$ cat src/rtl/pcu_err_if.sv
// Signal bundle between the PCU/CPU side and the error handler.
// master drives error/clear/ready; slave (the handler) drives status and report bytes.
interface pcu_err_if #(
   parameter int CNT_W = 8
) ();
   logic [3:0]       cpu_error;
   logic [31:0]      pc;
   logic             err_clear;
   logic             rep_ready;
   logic             cpu_stop;
   logic [3:0]       err_code;
   logic [31:0]      err_pc;
   logic [CNT_W-1:0] err_count;
   logic             rep_valid;
   logic [7:0]       rep_data;
   logic             busy;

   modport master (
      output cpu_error, pc, err_clear, rep_ready,
      input  cpu_stop, err_code, err_pc, err_count, rep_valid, rep_data, busy
   );

   modport slave (
      input  cpu_error, pc, err_clear, rep_ready,
      output cpu_stop, err_code, err_pc, err_count, rep_valid, rep_data, busy
   );
endinterface

$ cat src/rtl/pcu_error_handler.sv
// Captures the first CPU error, halts the CPU, streams a 5-byte report
// ({E,code}, PC MSB..LSB) and waits for an explicit PCU clear.
module pcu_error_handler #(
   parameter bit REPORT_EN = 1'b1,
   parameter int CNT_W     = 8
) (
   input  logic       clk,
   input  logic       rstn,
   pcu_err_if.slave   bus
);
   localparam logic [1:0] S_IDLE   = 2'd0;
   localparam logic [1:0] S_REPORT = 2'd1;
   localparam logic [1:0] S_WAIT   = 2'd2;

   logic [1:0]       state_q, state_d;
   logic [2:0]       idx_q, idx_d;
   logic [3:0]       code_q, code_d;
   logic [31:0]      pc_q, pc_d;
   logic [CNT_W-1:0] cnt_q, cnt_d;
   logic [7:0]       rep_data;

   always_comb begin
      state_d = state_q;
      idx_d   = idx_q;
      code_d  = code_q;
      pc_d    = pc_q;
      cnt_d   = cnt_q;
      case (state_q)
         S_IDLE: begin
            if (bus.cpu_error != 4'd0) begin
               code_d  = bus.cpu_error;
               pc_d    = bus.pc;
               idx_d   = 3'd0;
               state_d = REPORT_EN ? S_REPORT : S_WAIT;
               if (cnt_q != {CNT_W{1'b1}}) begin
                  cnt_d = cnt_q + 1'b1;
               end
            end
         end
         S_REPORT: begin
            // rep_valid is always high here, so ready alone completes a transfer
            if (bus.rep_ready) begin
               if (idx_q == 3'd4) begin
                  idx_d   = 3'd0;
                  state_d = S_WAIT;
               end else begin
                  idx_d = idx_q + 3'd1;
               end
            end
         end
         S_WAIT: begin
            if (bus.err_clear) begin
               state_d = S_IDLE;
            end
         end
         default: state_d = S_IDLE;
      endcase
   end

   always_ff @(posedge clk or negedge rstn) begin
      if (!rstn) begin
         state_q <= S_IDLE;
         idx_q   <= 3'd0;
         code_q  <= 4'd0;
         pc_q    <= 32'd0;
         cnt_q   <= {CNT_W{1'b0}};
      end else begin
         state_q <= state_d;
         idx_q   <= idx_d;
         code_q  <= code_d;
         pc_q    <= pc_d;
         cnt_q   <= cnt_d;
      end
   end

   // Report byte is decoded from registered state only, so it holds through stalls.
   always_comb begin
      rep_data = 8'h00;
      if (state_q == S_REPORT) begin
         case (idx_q)
            3'd0:    rep_data = {4'hE, code_q};
            3'd1:    rep_data = pc_q[31:24];
            3'd2:    rep_data = pc_q[23:16];
            3'd3:    rep_data = pc_q[15:8];
            3'd4:    rep_data = pc_q[7:0];
            default: rep_data = 8'h00;
         endcase
      end
   end

   assign bus.cpu_stop  = (state_q != S_IDLE);
   assign bus.busy      = (state_q != S_IDLE);
   assign bus.rep_valid = (state_q == S_REPORT);
   assign bus.rep_data  = rep_data;
   assign bus.err_code  = code_q;
   assign bus.err_pc    = pc_q;
   assign bus.err_count = cnt_q;
endmodule

$ cat src/flat_wrapper.sv
// flat-port wrapper written by rule: the top's interface ports become plain ports
module pcu_error_handler_flat 
#(
   parameter bit REPORT_EN = 1'b1,
   parameter int CNT_W     = 8
)
  (clk, rstn, bus_cpu_error, bus_pc, bus_err_clear, bus_rep_ready, bus_cpu_stop, bus_err_code, bus_err_pc, bus_err_count, bus_rep_valid, bus_rep_data, bus_busy);
  pcu_err_if #(.CNT_W(CNT_W)) bus_i ();
  input  logic clk;
  input  logic rstn;
  input wire logic [$bits(bus_i.cpu_error)-1:0] bus_cpu_error;
  input wire logic [$bits(bus_i.pc)-1:0] bus_pc;
  input wire logic [$bits(bus_i.err_clear)-1:0] bus_err_clear;
  input wire logic [$bits(bus_i.rep_ready)-1:0] bus_rep_ready;
  output wire logic [$bits(bus_i.cpu_stop)-1:0] bus_cpu_stop;
  output wire logic [$bits(bus_i.err_code)-1:0] bus_err_code;
  output wire logic [$bits(bus_i.err_pc)-1:0] bus_err_pc;
  output wire logic [$bits(bus_i.err_count)-1:0] bus_err_count;
  output wire logic [$bits(bus_i.rep_valid)-1:0] bus_rep_valid;
  output wire logic [$bits(bus_i.rep_data)-1:0] bus_rep_data;
  output wire logic [$bits(bus_i.busy)-1:0] bus_busy;
  assign bus_i.cpu_error = bus_cpu_error;
  assign bus_i.pc = bus_pc;
  assign bus_i.err_clear = bus_err_clear;
  assign bus_i.rep_ready = bus_rep_ready;
  assign bus_cpu_stop = bus_i.cpu_stop;
  assign bus_err_code = bus_i.err_code;
  assign bus_err_pc = bus_i.err_pc;
  assign bus_err_count = bus_i.err_count;
  assign bus_rep_valid = bus_i.rep_valid;
  assign bus_rep_data = bus_i.rep_data;
  assign bus_busy = bus_i.busy;
  pcu_error_handler #(.REPORT_EN(REPORT_EN), .CNT_W(CNT_W)) u_core (.clk(clk), .rstn(rstn), .bus(bus_i));
endmodule
$ cat config.mk
export PLATFORM = sky130hd
export DESIGN_NAME = pcu_error_handler_flat
export DESIGN_NICKNAME = d
export VERILOG_FILES = /design/src/rtl/pcu_err_if.sv /design/src/rtl/pcu_error_handler.sv /design/src/flat_wrapper.sv
export SDC_FILE = /design/constraint.sdc
export NUM_CORES = 1
export LEC_CHECK = 0
export BUFFER_PORTS_ARGS = -buffer_cell sky130_fd_sc_hd__buf_2
export CAP_MARGIN = 5
export CORE_ASPECT_RATIO = 0.9
export CORE_UTILIZATION = 30
export CTS_CLUSTER_DIAMETER = 50
export DETAILED_ROUTE_END_ITERATION = 12
export REMOVE_ABC_BUFFERS = 1
export SLEW_MARGIN = 20
export SYNTH_ARGS = -nofsm -noshare
export SYNTH_HDL_FRONTEND = slang
export SYNTH_SLANG_ARGS = --single-unit
$ cat constraint.sdc
create_clock -name clk -period 2.4 [get_ports clk]
set_input_delay 0.48 -clock clk [delete_from_list [all_inputs] [get_ports clk]]
set_output_delay 0.48 -clock clk [all_outputs]
set_load 0.005 [all_outputs]
==> impl_metrics.tcl <==
set metrics [dict create \
    status "complete, no violations" \
    cp_max_fo 6 \
    relSlewSlack 0.5646 \
    holdCritPathClass "primary input to async pin" \
    design_area_um2 3177 \
    synth_seq_cells 49 \
    numCtsBuffers 5 \
    die_width_um 95.32 \
    drcViolationCount 0 \
    drive_gt1_frac 0.3747 \
    layout_commonest_cell "nand2_1" \
    cts_max_path_buffers 2 \
    pre_cts_slack_ns 0.2135 \
    whs_ns 0.2023 \
    worst_setup_path_end_kind "output pin" \
    drt_iter0_markers 150 \
    cp-startpoint "u_core.idx_q[1]$_DFFE_PN0P_" \
    clk_pin_slew_ns 0.09 \
    dieArea_um2 8195 \
    maxCapViolCount 0 \
    switching_share 0.3966 \
    min_period_ns 2.381 \
    grt_max_degree 29 \
    htreeDepth 2 \
    cts_sinks 49 \
    vdd_drop_max_mv 0.4712 \
    required_ns 1.92 \
    initial_core_util 0.3101 \
    cp-endpoint "bus_rep_data[0]" \
    p_comb_frac 0.496 \
    drv_slew 0 \
    netlist_area_um2 2351 \
    finClkSkew_ns 0.009468 \
    power.switching_w 0.001672 \
    dpl_cell_area_um2 2934 \
    syn_inst 259 \
    intPower_w 0.002544 \
    rsz0062_at_grt "true" \
    antenna_found_initial 0 \
    crit-reg2reg-capture "u_core.bus.err_count[1]$_DFFE_PN0P_" \
    gr-usage-all-layers 0.1666 \
    num_rows 30 \
    synth_edf_count 0 \
    place_congestion 0.7888 \
    p_per_area_nw_per_um2 1327 \
    postRouteAntennaNets 0 \
    critPathLaunchType "register" \
    syn_area_per_cell_um2 9.077 \
    clkPwrFrac 0.145 \
    drtPass1Iterations 4 \
    p_leak_nw 1.705 \
    via_count 2186 \
    critPathArrivalTime_ns 1.90 \
    grt_pass1_wl_mm 10.43 \
    finalSetupViolCount 0 \
    finalHoldViolations 0 \
    first_global_vias 2082 \
    worstMarginPinSlew_ns 0.6532 \
    overflow 0 \
    yosysUniqueCellTypes 36 \
    r2r_start "u_core.state_q[0]$_DFFE_PN0P_" \
    reg2reg_setup_slack_ns 0.57 \
    cts_tree "yes" \
    crit_type "register to output pin" \
    ys.flop_type "dfrtp_1" \
    pin_count 95 \
    async_flop_share 1.000 \
    portBuffers 94 \
    layout_common_cells "nand2_1, buf_2, dfrtp_1" \
    routed_wl_mm 6.535 \
    setup_ws_ns 0.01877 \
    cts-root-buf "clkbuf_8" \
    final.period_utilization 0.9922 \
    die_h_um 85.98 \
    clock_latency_ns 0.30 \
    pwr-share-seq 0.359 \
    avgRoutedWirePerCell_um 14.24 \
    syn_to_final_growth_pct 35.13 \
    synth.yosys.warnings 0 \
    finalNetCount 408 \
    fp.coreArea_um2 7582 \
    hpwl_mm 4.878 \
    max_freq_ghz 0.4200 \
    n_antenna_cell 0 \
    viasPerCell 4.763 \
    synth_seq_area_share 0.5216 \
    r2r_cells 4 \
]
-- cell families (layout without fill, tap and decap cells) --
family | after synthesis | in the layout | synth area share
compound gates | 33 | 33 | 0.1075
xor+xnor | 4 | 4 | 0.01490
fa+ha+maj | 6 | 6 | 0.03193
buf+inv | 18 | 122 | 0.04151
flops | 49 | 49 | 0.5216
mux | 7 | 7 | 0.03513
simple gates | 142 | 142 | 0.2475
-- through the flow --
stage	cells	utilization	total power, W	setup TNS, ns
detailed placement	445	0.3870	0.003365	0
global route	459	0.4190	0.004570	-0.05807
CTS	454	0.4096	0.004090	0
floorplan	245	-	0.002431	0
finish	459	0.4190	0.004216	0
global placement	445	0.3870	0.003319	0
-- worst max-delay path, cell delays in order (launching register included) --
cell	delay, ns
dfrtp_1	0.44
inv_2	0.10
ha_4	0.19
a222oi_1	0.37
nor2_1	0.08
a221oi_1	0.23
nor2_1	0.06
buf_2	0.14
-- cell usage after synthesis, types with 2 or more instances --
cell | instances | area share
o21ai_0 | 6 | 0.013
a22o_1 | 9 | 0.034
buf_4 | 3 | 0.0096
and2_1 | 2 | 0.0053
a222oi_1 | 4 | 0.017
xor2_1 | 3 | 0.011
a31oi_1 | 3 | 0.0080
ha_1 | 6 | 0.032
mux2_2 | 2 | 0.0096
buf_6 | 2 | 0.0096
nor3_1 | 4 | 0.0085
nor2_1 | 9 | 0.014
dfrtp_1 | 49 | 0.52
mux2_4 | 2 | 0.013
a221oi_1 | 2 | 0.0075
mux2i_1 | 3 | 0.013
a21oi_1 | 5 | 0.011
nand3_1 | 5 | 0.011
nor2b_1 | 3 | 0.0080
nand2_1 | 112 | 0.18
clkbuf_1 | 5 | 0.0080
inv_1 | 4 | 0.0064
buf_2 | 3 | 0.0064
-- final cells by class --
cell class / count / area [µm²]
clock buffer: 7 / 86.33
fill: 808 / 4405
timing repair buffer: 110 / 595.6
clock inverter: 1 / 30.03
tap: 96 / 120.1
sequential: 49 / 1227
multi-input combinational: 192 / 1102
inverter: 4 / 15.01
-- power groups by stage --
stage	combinational [W]	clock, W	sequential [W]
finish	0.00209	0.000611	0.00152
global route	0.00233	0.000670	0.00157
CTS	0.00195	0.000631	0.00151
detailed placement	0.00184	0	0.00152
global placement	0.00180	0	0.00152
floorplan	0.000968	0	0.00146
-- timing repair --
item,4_1_cts,5_1_grt
hold buffers,0,0
buffers inserted,1,5
endpoints found under the setup margin,8,8
gates resized for setup,11,9
pin swaps,1,3
-- metal layers --
| layer | share of wire | track usage | routed length (µm) | up-vias |
|---|---|---|---|---|
| met3 | 0.074 | 0.04876 | 485 | 14 |
| met5 | 0 | 0 | 0 | - |
| met1 | 0.46 | 0.2370 | 3019 | 1012 |
| met2 | 0.45 | 0.2506 | 2964 | 91 |
| li1 | - | - | - | 1069 |
| met4 | 0.010 | 0.03306 | 66 | 0 |
-- how the worst min path moves through the flow --
stage	from	depth (start not counted)	endpoint
2_1_floorplan	rstn	0	u_core.bus.err_code[0]$_DFFE_PN0P_
3_3_place_gp	u_core.bus.err_pc[30]$_DFFE_PN0P_	2	u_core.bus.err_pc[30]$_DFFE_PN0P_
3_5_place_dp	u_core.bus.err_pc[15]$_DFFE_PN0P_	2	u_core.bus.err_pc[15]$_DFFE_PN0P_
4_1_cts	rstn	1	u_core.idx_q[0]$_DFFE_PN0P_
5_1_grt	rstn	1	u_core.bus.err_count[7]$_DFFE_PN0P_
6_report	rstn	1	u_core.bus.err_pc[16]$_DFFE_PN0P_
-- state kept, by name (all words and copies together) (netlist names) --
register              flops
u_core.idx_q              3
u_core.bus.err_code       4
u_core.state_q            2
u_core.bus.err_count      8
u_core.bus.err_pc        32
No activity file was read; power rests on OpenSTA's default activity.
